[config.mk]
export PLATFORM = sky130hd
export DESIGN_NAME = wifi_tx_scheduler
export DESIGN_NICKNAME = d
export VERILOG_FILES = /design/src/rtl/wifi_sched_pkg.sv /design/src/rtl/wifi_cmd_fifo.sv /design/src/rtl/wifi_tx_scheduler.sv
export SDC_FILE = /design/constraint.sdc
export NUM_CORES = 1
export LEC_CHECK = 0
export ABC_AREA = 1
export CORE_UTILIZATION = 43
export DETAILED_ROUTE_END_ITERATION = 10
export PLACE_DENSITY_LB_ADDON = 0.08
export SLEW_MARGIN = 20
export SYNTH_ARGS = -nofsm -noshare
export SYNTH_HDL_FRONTEND = slang
export SYNTH_HIERARCHICAL = 1
export SYNTH_SLANG_ARGS = --single-unit
[constraint.sdc]
create_clock -name clk -period 8.3 [get_ports clk]
set_clock_uncertainty 0.15 [all_clocks]
set_input_delay 1.66 -clock clk [delete_from_list [all_inputs] [get_ports clk]]
set_output_delay 1.66 -clock clk [all_outputs]
set_load 0.05 [all_outputs]
[src/rtl/wifi_sched_pkg.sv]
// Shared types and constants for the WiFi TX scheduler.
// The optional ACK timeout is selected with the WIFI_SCHED_TIMEOUT_EN macro.
package wifi_sched_pkg;

  typedef enum logic [2:0] {
    IDLE,
    LAUNCH,
    WAIT_ACK,
    WAIT_DONE,
    GAP
  } sched_state_e;

  localparam logic [3:0] ADDR_PUSH   = 4'h0;
  localparam logic [3:0] ADDR_STATUS = 4'h2;
  localparam logic [3:0] ADDR_CTRL   = 4'h4;

  localparam int unsigned ST_BUSY  = 15;
  localparam int unsigned ST_EMPTY = 14;
  localparam int unsigned ST_FULL  = 13;
  localparam int unsigned ST_OVF   = 12;
  localparam int unsigned ST_TOUT  = 11;
  localparam int unsigned ST_CNT_W = 7;

  localparam int unsigned CTRL_EN    = 0;
  localparam int unsigned CTRL_FLUSH = 1;
  localparam int unsigned CTRL_CLR   = 2;

endpackage

[src/rtl/wifi_cmd_fifo.sv]
// Synchronous 16-bit FIFO; pointers carry one extra wrap bit so full and empty
// are distinguishable without a separate counter. Flush overrides push/pop.
module wifi_cmd_fifo #(
  parameter int unsigned DEPTH = 8
) (
  input  logic                       clk_i,
  input  logic                       rst_i,
  input  logic                       push_i,
  input  logic                       pop_i,
  input  logic                       flush_i,
  input  logic [15:0]                data_i,
  output logic [15:0]                data_o,
  output logic                       full_o,
  output logic                       empty_o,
  output logic [$clog2(DEPTH):0]     count_o
);

  localparam int unsigned AW = $clog2(DEPTH);

  logic [15:0] mem_q [DEPTH];
  logic [AW:0] wr_ptr_q;
  logic [AW:0] rd_ptr_q;
  logic        do_push;
  logic        do_pop;

  assign count_o = wr_ptr_q - rd_ptr_q;
  assign full_o  = (count_o == (AW+1)'(DEPTH));
  assign empty_o = (wr_ptr_q == rd_ptr_q);
  assign do_push = push_i && !full_o && !flush_i;
  assign do_pop  = pop_i && !empty_o && !flush_i;
  assign data_o  = mem_q[rd_ptr_q[AW-1:0]];

  always_ff @(posedge clk_i) begin
    if (rst_i || flush_i) begin
      wr_ptr_q <= '0;
      rd_ptr_q <= '0;
    end else begin
      if (do_push) wr_ptr_q <= wr_ptr_q + (AW+1)'(1);
      if (do_pop)  rd_ptr_q <= rd_ptr_q + (AW+1)'(1);
    end
  end

  always_ff @(posedge clk_i) begin
    if (do_push) mem_q[wr_ptr_q[AW-1:0]] <= data_i;
  end

endmodule

[src/rtl/wifi_tx_scheduler.sv]
// Queues J1 (cmd, dato) writes and launches them one frame at a time to the UART sender.
// Define WIFI_SCHED_TIMEOUT_EN to abandon frames whose busy never rises.
module wifi_tx_scheduler
  import wifi_sched_pkg::*;
#(
  parameter int unsigned DEPTH       = 8,
  parameter int unsigned GAP_CYCLES  = 16,
  parameter int unsigned ACK_TIMEOUT = 255
) (
  input  logic        clk,
  input  logic        rst,
  input  logic [15:0] d_in,
  input  logic        cs,
  input  logic [3:0]  addr,
  input  logic        rd,
  input  logic        wr,
  output logic [15:0] d_out,
  output logic [7:0]  snd_dato,
  output logic [7:0]  snd_cmd,
  output logic        snd_start,
  input  logic        snd_busy
);

  localparam int unsigned AW = $clog2(DEPTH);
  localparam int unsigned GW = (GAP_CYCLES > 1) ? $clog2(GAP_CYCLES) : 1;

  sched_state_e  state_q, state_d;
  logic [GW-1:0] gap_cnt_q, gap_cnt_d;
  logic          enable_q;
  logic          overflow_q;
  logic [7:0]    dato_q;
  logic [7:0]    cmd_q;
  logic          timeout_err;
  logic          timeout_hit;

  logic          push;
  logic          ctrl_wr;
  logic          flush;
  logic          clr;
  logic          pop;
  logic [15:0]   fifo_head;
  logic          fifo_full;
  logic          fifo_empty;
  logic [AW:0]   fifo_count;
  logic [15:0]   status;

  assign push    = cs && wr && (addr == ADDR_PUSH);
  assign ctrl_wr = cs && wr && (addr == ADDR_CTRL);
  assign flush   = ctrl_wr && d_in[CTRL_FLUSH];
  assign clr     = ctrl_wr && d_in[CTRL_CLR];

  wifi_cmd_fifo #(.DEPTH(DEPTH)) u_fifo (
    .clk_i   (clk),
    .rst_i   (rst),
    .push_i  (push),
    .pop_i   (pop),
    .flush_i (flush),
    .data_i  (d_in),
    .data_o  (fifo_head),
    .full_o  (fifo_full),
    .empty_o (fifo_empty),
    .count_o (fifo_count)
  );

`ifdef WIFI_SCHED_TIMEOUT_EN
  localparam int unsigned TW = (ACK_TIMEOUT > 1) ? $clog2(ACK_TIMEOUT) : 1;

  logic [TW-1:0] ack_cnt_q;
  logic          timeout_err_q;

  assign timeout_hit = (state_q == WAIT_ACK) && !snd_busy &&
                       (ack_cnt_q == TW'(ACK_TIMEOUT - 1));
  assign timeout_err = timeout_err_q;

  always_ff @(posedge clk) begin
    if (rst) begin
      ack_cnt_q     <= '0;
      timeout_err_q <= 1'b0;
    end else begin
      ack_cnt_q <= (state_q == WAIT_ACK) ? ack_cnt_q + TW'(1) : '0;
      if (clr)              timeout_err_q <= 1'b0;
      else if (timeout_hit) timeout_err_q <= 1'b1;
    end
  end
`else
  assign timeout_hit = 1'b0;
  assign timeout_err = 1'b0;
`endif

  always_comb begin
    state_d   = state_q;
    gap_cnt_d = gap_cnt_q;
    pop       = 1'b0;
    case (state_q)
      IDLE: begin
        if (enable_q && !fifo_empty) begin
          pop     = 1'b1;
          state_d = LAUNCH;
        end
      end
      LAUNCH:   state_d = WAIT_ACK;
      WAIT_ACK: begin
        if (snd_busy) begin
          state_d = WAIT_DONE;
        end else if (timeout_hit) begin
          state_d   = GAP;
          gap_cnt_d = '0;
        end
      end
      WAIT_DONE: begin
        if (!snd_busy) begin
          state_d   = GAP;
          gap_cnt_d = '0;
        end
      end
      GAP: begin
        if (gap_cnt_q == GW'(GAP_CYCLES - 1)) state_d = IDLE;
        else                                  gap_cnt_d = gap_cnt_q + GW'(1);
      end
      default: state_d = IDLE;
    endcase
  end

  always_ff @(posedge clk) begin
    if (rst) begin
      state_q    <= IDLE;
      gap_cnt_q  <= '0;
      enable_q   <= 1'b0;
      overflow_q <= 1'b0;
      dato_q     <= '0;
      cmd_q      <= '0;
    end else begin
      state_q   <= state_d;
      gap_cnt_q <= gap_cnt_d;
      if (ctrl_wr) enable_q <= d_in[CTRL_EN];
      // a full FIFO drops the write even if the FSM pops on the same edge
      if (clr)                    overflow_q <= 1'b0;
      else if (push && fifo_full) overflow_q <= 1'b1;
      if (pop) begin
        cmd_q  <= fifo_head[15:8];
        dato_q <= fifo_head[7:0];
      end
    end
  end

  assign snd_start = (state_q == LAUNCH);
  assign snd_cmd   = cmd_q;
  assign snd_dato  = dato_q;

  always_comb begin
    status                 = '0;
    status[ST_BUSY]        = (state_q != IDLE);
    status[ST_EMPTY]       = fifo_empty;
    status[ST_FULL]        = fifo_full;
    status[ST_OVF]         = overflow_q;
    status[ST_TOUT]        = timeout_err;
    status[ST_CNT_W-1:0]   = ST_CNT_W'(fifo_count);
    d_out = (cs && rd && (addr == ADDR_STATUS)) ? status : '0;
  end

endmodule
## Word-level counts from Yosys, hierarchy flattened

Memory sizes are Yosys's and may differ from the RTL's. A register that Yosys moved wholly into a read port is not among the register bits.
Cells that the tools add are included.

| word-level totals | value |
|---|---|
| output and inout port bits | 33 |
| bits in read-only memories | 0 |
| bits in registers | 17 |
| word-level logic and storage cells | 62 |
| bits in writable memories | 128 |
| latch bits | 0 |
| memories kept | 1 |
| input port bits | 26 |

Memory list:

| memory | words | bits a word | rd ports | clocked after Yosys merged registers in | write ports | RTL line | RTL |
|---|---|---|---|---|---|---|---|
| u_fifo.mem_q | 8 | 16 | 1 | 1 | 1 | wifi_cmd_fifo.sv:20 | `logic [15:0] mem_q [DEPTH];` |

| cells by class | value |
|---|---|
| equality and inequality tests | 14 |
| bitwise gates (word level) | 0 |
| multipliers | 0 |
| multiplexer cells | 13 |
| shift operators | 0 |
| div/mod/pow operators | 0 |
| add/sub/neg operators | 4 |
| reductions and logical operators | 24 |
| order comparisons | 0 |

Operators with widths:

| cell | count |
|---|---|
| 16-bit two-way mux | 1 |
| 3-bit case mux with 5 select lines | 1 |
| 1-bit logical AND | 13 |
| 4-bit by 1-bit adder with 4-bit output (second input constant) | 3 |
| 3-bit two-way mux | 4 |
| 2-bit != test (second input constant) | 5 |
| 4-bit equality test (second input constant) | 2 |
| 4-bit two-way mux | 2 |
| 4-bit case mux with 2 select lines | 1 |
| 3-bit by 2-bit equality test with 1-bit output (second input constant) | 2 |
| 4-bit by 2-bit equality test with 1-bit output (second input constant) | 1 |
| 4-bit by 3-bit equality test with 1-bit output (second input constant) | 1 |
| 4-bit equality test | 1 |
| 4-bit zero test | 1 |
| 1-bit two-way mux | 4 |
| 4-bit AND reduction | 1 |
| 4-bit subtractor | 1 |
| 3-bit by 1-bit equality test with 1-bit output (second input constant) | 1 |
| 3-bit equality test (second input constant) | 1 |
| 1-bit zero test | 3 |
| 3-bit zero test | 1 |
| 3-bit AND reduction | 1 |
| 3-bit nonzero test | 1 |
| 2-bit nonzero test | 1 |
| other kinds (2) | 2 |

## Longest topological paths before layout

| depth | value |
|---|---|
| depth in word-level cells | 7 |
| depth in mapped cells | 14 |
| mapped depth without buffers | 13 |

## By module

Netlist, hierarchy kept.

By module, submodules not included:

| module | area each (sq um) | times used | sequential area each (sq um) | cells each |
|---|---|---|---|---|
| wifi_cmd_fifo | 5719.2 | 1 | 4063.9 | 473 |
| wifi_tx_scheduler | 1306.3 | 1 | 500.5 | 179 |

## Worst setup path after synthesis

No wires, ideal clock.

| timing path | value |
|---|---|
| path type | input -> output |
| from | input addr[3] |
| to | output d_out[15] |
| setup slack | 3476 ps |
| data required time | 6490 ps |
| arrival | 3014 ps |
| buffers on the path | 0 |
| cell stages on the path | 4 |
| path through | or2_1 > nor3b_2 > nand3_2 > a21oi_1 |

| between the ends | value |
|---|---|
| word-level cells in the longest chain between the ends | 3 |

RTL lines:

| item | RTL line | RTL |
|---|---|---|
| start, declared | wifi_tx_scheduler.sv:14 | `input logic [3:0] addr,` |
| 4-bit by 2-bit equality test with 1-bit output | wifi_tx_scheduler.sv:158 | `d_out = (cs && rd && (addr == ADDR_STATUS)) ? status : '0;` |
| 1-bit logical AND | wifi_tx_scheduler.sv:158 |  |
| 16-bit two-way mux | wifi_tx_scheduler.sv:158 |  |
| end, declared | wifi_tx_scheduler.sv:17 | `output logic [15:0] d_out,` |

Every way passes these cells.

## Worst setup path after layout

Ends and elaborated chain as after synthesis.

==> summary.txt <==
Run status
  – Status: complete, no violations

Clocking
  – Max clock buf depth: 2
  – Clock sink count: 164
  – Hold Buf Count CTS: 0
  – Clock-pin slew on the worst setup and hold paths: around 0.060 ns
  – Resized cells post-CTS: 0
  – H-tree Lvls: 4
  – Worst skew pair latency: 0.42 ns
  – Root buf cell: clkbuf_16
  – Postcts setup bufs: 0
  – CTS tree: built
  – Total CTS buffers: 17

Detailed routing
  – Antenna viol nets, final: 0
  – Via count: about 4700
  – Via density: around 5.0
  – WL/cell: 16.4 um
  – Number of iterations in the first detailed-routing pass: 6
  – Drt drc: 0
  – Final wirelength: 15300 um
  – Drt initial violations: 250

Floorplan
  – Core area: approximately 16000 um^2
  – Die X: 130 um
  – Die area: 16900 um^2
  – IO Count: 59
  – Starting Density: 44.1%
  – Number of cell rows: 46
  – Die H: 130 um

Logic synthesis
  – Share of the synthesized area in the top cell type: 54.7%
  – Avg Inst Size Synth: around 11 um^2
  – Yosys reg bits: 164
  – EDFF count, synth: 128
  – Compound-Gate Fraction of Synth Area: about 9%
  – Mux share of post-synthesis cell area: 0%
  – Post-synthesis adder-cell area fraction: 1.35%
  – Yosys cell types: 38
  – Synth Area in XOR/XNOR: less than 1%
  – Syn Inst Count: 652
  – Ys Warns: 6
  – Cell Area, Synth: around 7000 um^2
  – Synth area leaders: edfxtp_1, dfxtp_1, nor2_1
  – Ys async rst share: 0%
  – Largest family of logic cells by synthesized area: simple AND/OR/NAND/NOR gates
  – Area leader, netlist: edfxtp_1
  – Register area share after synthesis: 65.0%
  – Top_reg_cell synth: edfxtp_1
  – Synth Area in Simple Gates: 18.5%

Pwr
  – Leak pwr: 2.98 nW
  – PwrDens: slightly above 200 nW/um^2
  – Worst VDD drop: 0.154 mV
  – Total power draw: approximately 1.7 mW

Place
  – Post-Place Worst Slack: 2.79 ns
  – Dpl hpwl: 8890 um
  – Port Buffers: 50
  – Dpl cell area: 7660 um^2
  – GPL Wtd Cong: a little under 0.8

STA
  – Setup violations, final: 0
  – RSZ-0062 raised after global routing: no
  – Slew Limit Fails: 0
  – Final cycle utilization of the critical path: 66.1%
  – Slew Limit Headroom: 39.8%
  – Hold Fails Final Rpt: 0
  – Worst Tran Pin Value: 0.902 ns
  – Final setup TNS: 0 ns
  – Max Freq: around 180 MHz
  – Tmin final: 5.49 ns
  – Post-route setup slack: 2.81 ns

Layout
  – Area Growth Syn to Fin: 17.4%
  – Layout cell share with drive strength beyond 1: between 10% and 20%
  – Fin util: 51.7%
  – Most frequent cells in the layout: nor2_1, edfxtp_1, nand2_1
  – Cell area after layout: 8250 um^2
  – Nets: 735
  – Ant diodes: 0
  – Commonest non-fill, non-tap cell in the layout: nor2_1

Global routing
  – Initial antenna violation count: 0
  – GR Layer Usage met3: 4.02%
  – Vias in the first global route: 4376
  – Met2 usage: 33.0%
  – Grt met1 use: 24.5%
  – Pin count of the biggest net entering global routing: 66
  – GRT busiest layer: met2
  – Grt ovf: 0
  – First-pass GRT wire length: ~23000 um
  – Total GRT Usage: approximately a fifth

Setup path
  – Crit end category: primary output
  – Worst EP arrival: around 3.7 ns
  – CP required: 6.49 ns
  – Crit start category: input port
  – WS Path Type: input port to primary output
  – Crit path max fanout: 8
  – Flop2flop setup slack: 5.44 ns

Min path
  – Worst hold path type: flop to flop

Job
  – Max-cap viol count: 0
cells in the mapped netlist, types with 2 or more instances:
| cell | n |
|---|---|
| ha_1 | 6 |
| dfxtp_1 | 36 |
| o21ai_1 | 4 |
| clkbuf_2 | 2 |
| a21oi_1 | 11 |
| nor2_1 | 152 |
| nand2_1 | 97 |
| buf_2 | 6 |
| buf_4 | 11 |
| buf_6 | 7 |
| xor2_1 | 3 |
| nand3_4 | 2 |
| buf_1 | 3 |
| nand4_1 | 4 |
| nor2_2 | 12 |
| nor3_2 | 2 |
| o21ai_0 | 47 |
| inv_1 | 40 |
| inv_2 | 2 |
| nand2_2 | 3 |
| o32ai_1 | 32 |
| nand3_1 | 17 |
| nand2_4 | 2 |
| inv_4 | 3 |
| edfxtp_1 | 128 |
| clkbuf_1 | 7 |
| nand3_2 | 2 |
final timing paths:
| kind | start | to | cells past startpoint |
|---|---|---|---|
| worst min-delay path | overflow_q$_SDFFE_PP0P_ | overflow_q$_SDFFE_PP0P_ | 2 |
| worst max-delay path | addr[3] | d_out[15] | 6 |
| worst max register to register | u_fifo/wr_ptr_q[0]$_SDFFE_PP0P_ | u_fifo/mem_q[7][5]$_DFFE_PP_ | 10 |
| worst min register to register | overflow_q$_SDFFE_PP0P_ | overflow_q$_SDFFE_PP0P_ | 2 |
per-stage QoR:
stage,std cells,hold WS (ns)
2_1_floorplan,659,0.281
3_3_place_gp,899,0.298
3_5_place_dp,899,0.302
4_1_cts,930,0.311
5_1_grt,930,0.328
6_report,930,0.310
power breakdown:
part / switching (mW) / internal [mW]
Clock: 0.310 / 0.470
Sequential: 0.00152 / 0.885
Combinational: 0.0295 / 0.0159
Total: 0.341 / 1.37
registers in the layout (all words and copies together) (netlist names), named ones only:
signal	flops
u_fifo/mem_q	128
snd_cmd	8
snd_dato	8
gap_cnt_q	4
u_fifo/rd_ptr_q	4
u_fifo/wr_ptr_q	4
state_q	3
enable_q	1
overflow_q	1
worst max-delay path: stages:
cell	delay [ns]
clkdlybuf4s50_1	0.41
or2_1	0.27
nor3b_2	0.18
nand3_2	0.18
a21oi_1	0.16
clkdlybuf4s50_1	0.81
metal layers:
layer / wire (um) / vias up
met4: 173 / 0
met5: 0 / -
met1: 7020 / 2270
met3: 500 / 13
met2: 7580 / 92
li1: - / 2315
area by class of cell:
cell class                 count  area [um^2]
fill                        1425         7690
sequential                   164         4570
multi-input combinational    414         2070
timing repair buffer          60          576
clock buffer                  18          429
tap                          216          270
inverter                      45          176
clock inverter                13          160
kinds of logic (layout without fill, tap and decap cells):
family / after synthesis / in the layout
buf+inv: 81 / 136
compound gates: 97 / 97
simple gates: 299 / 299
xor+xnor: 3 / 3
fa+ha+maj: 7 / 7
flops: 164 / 164
other cells: 1 / 8
Note: power is estimated with default switching activity, not from simulation.
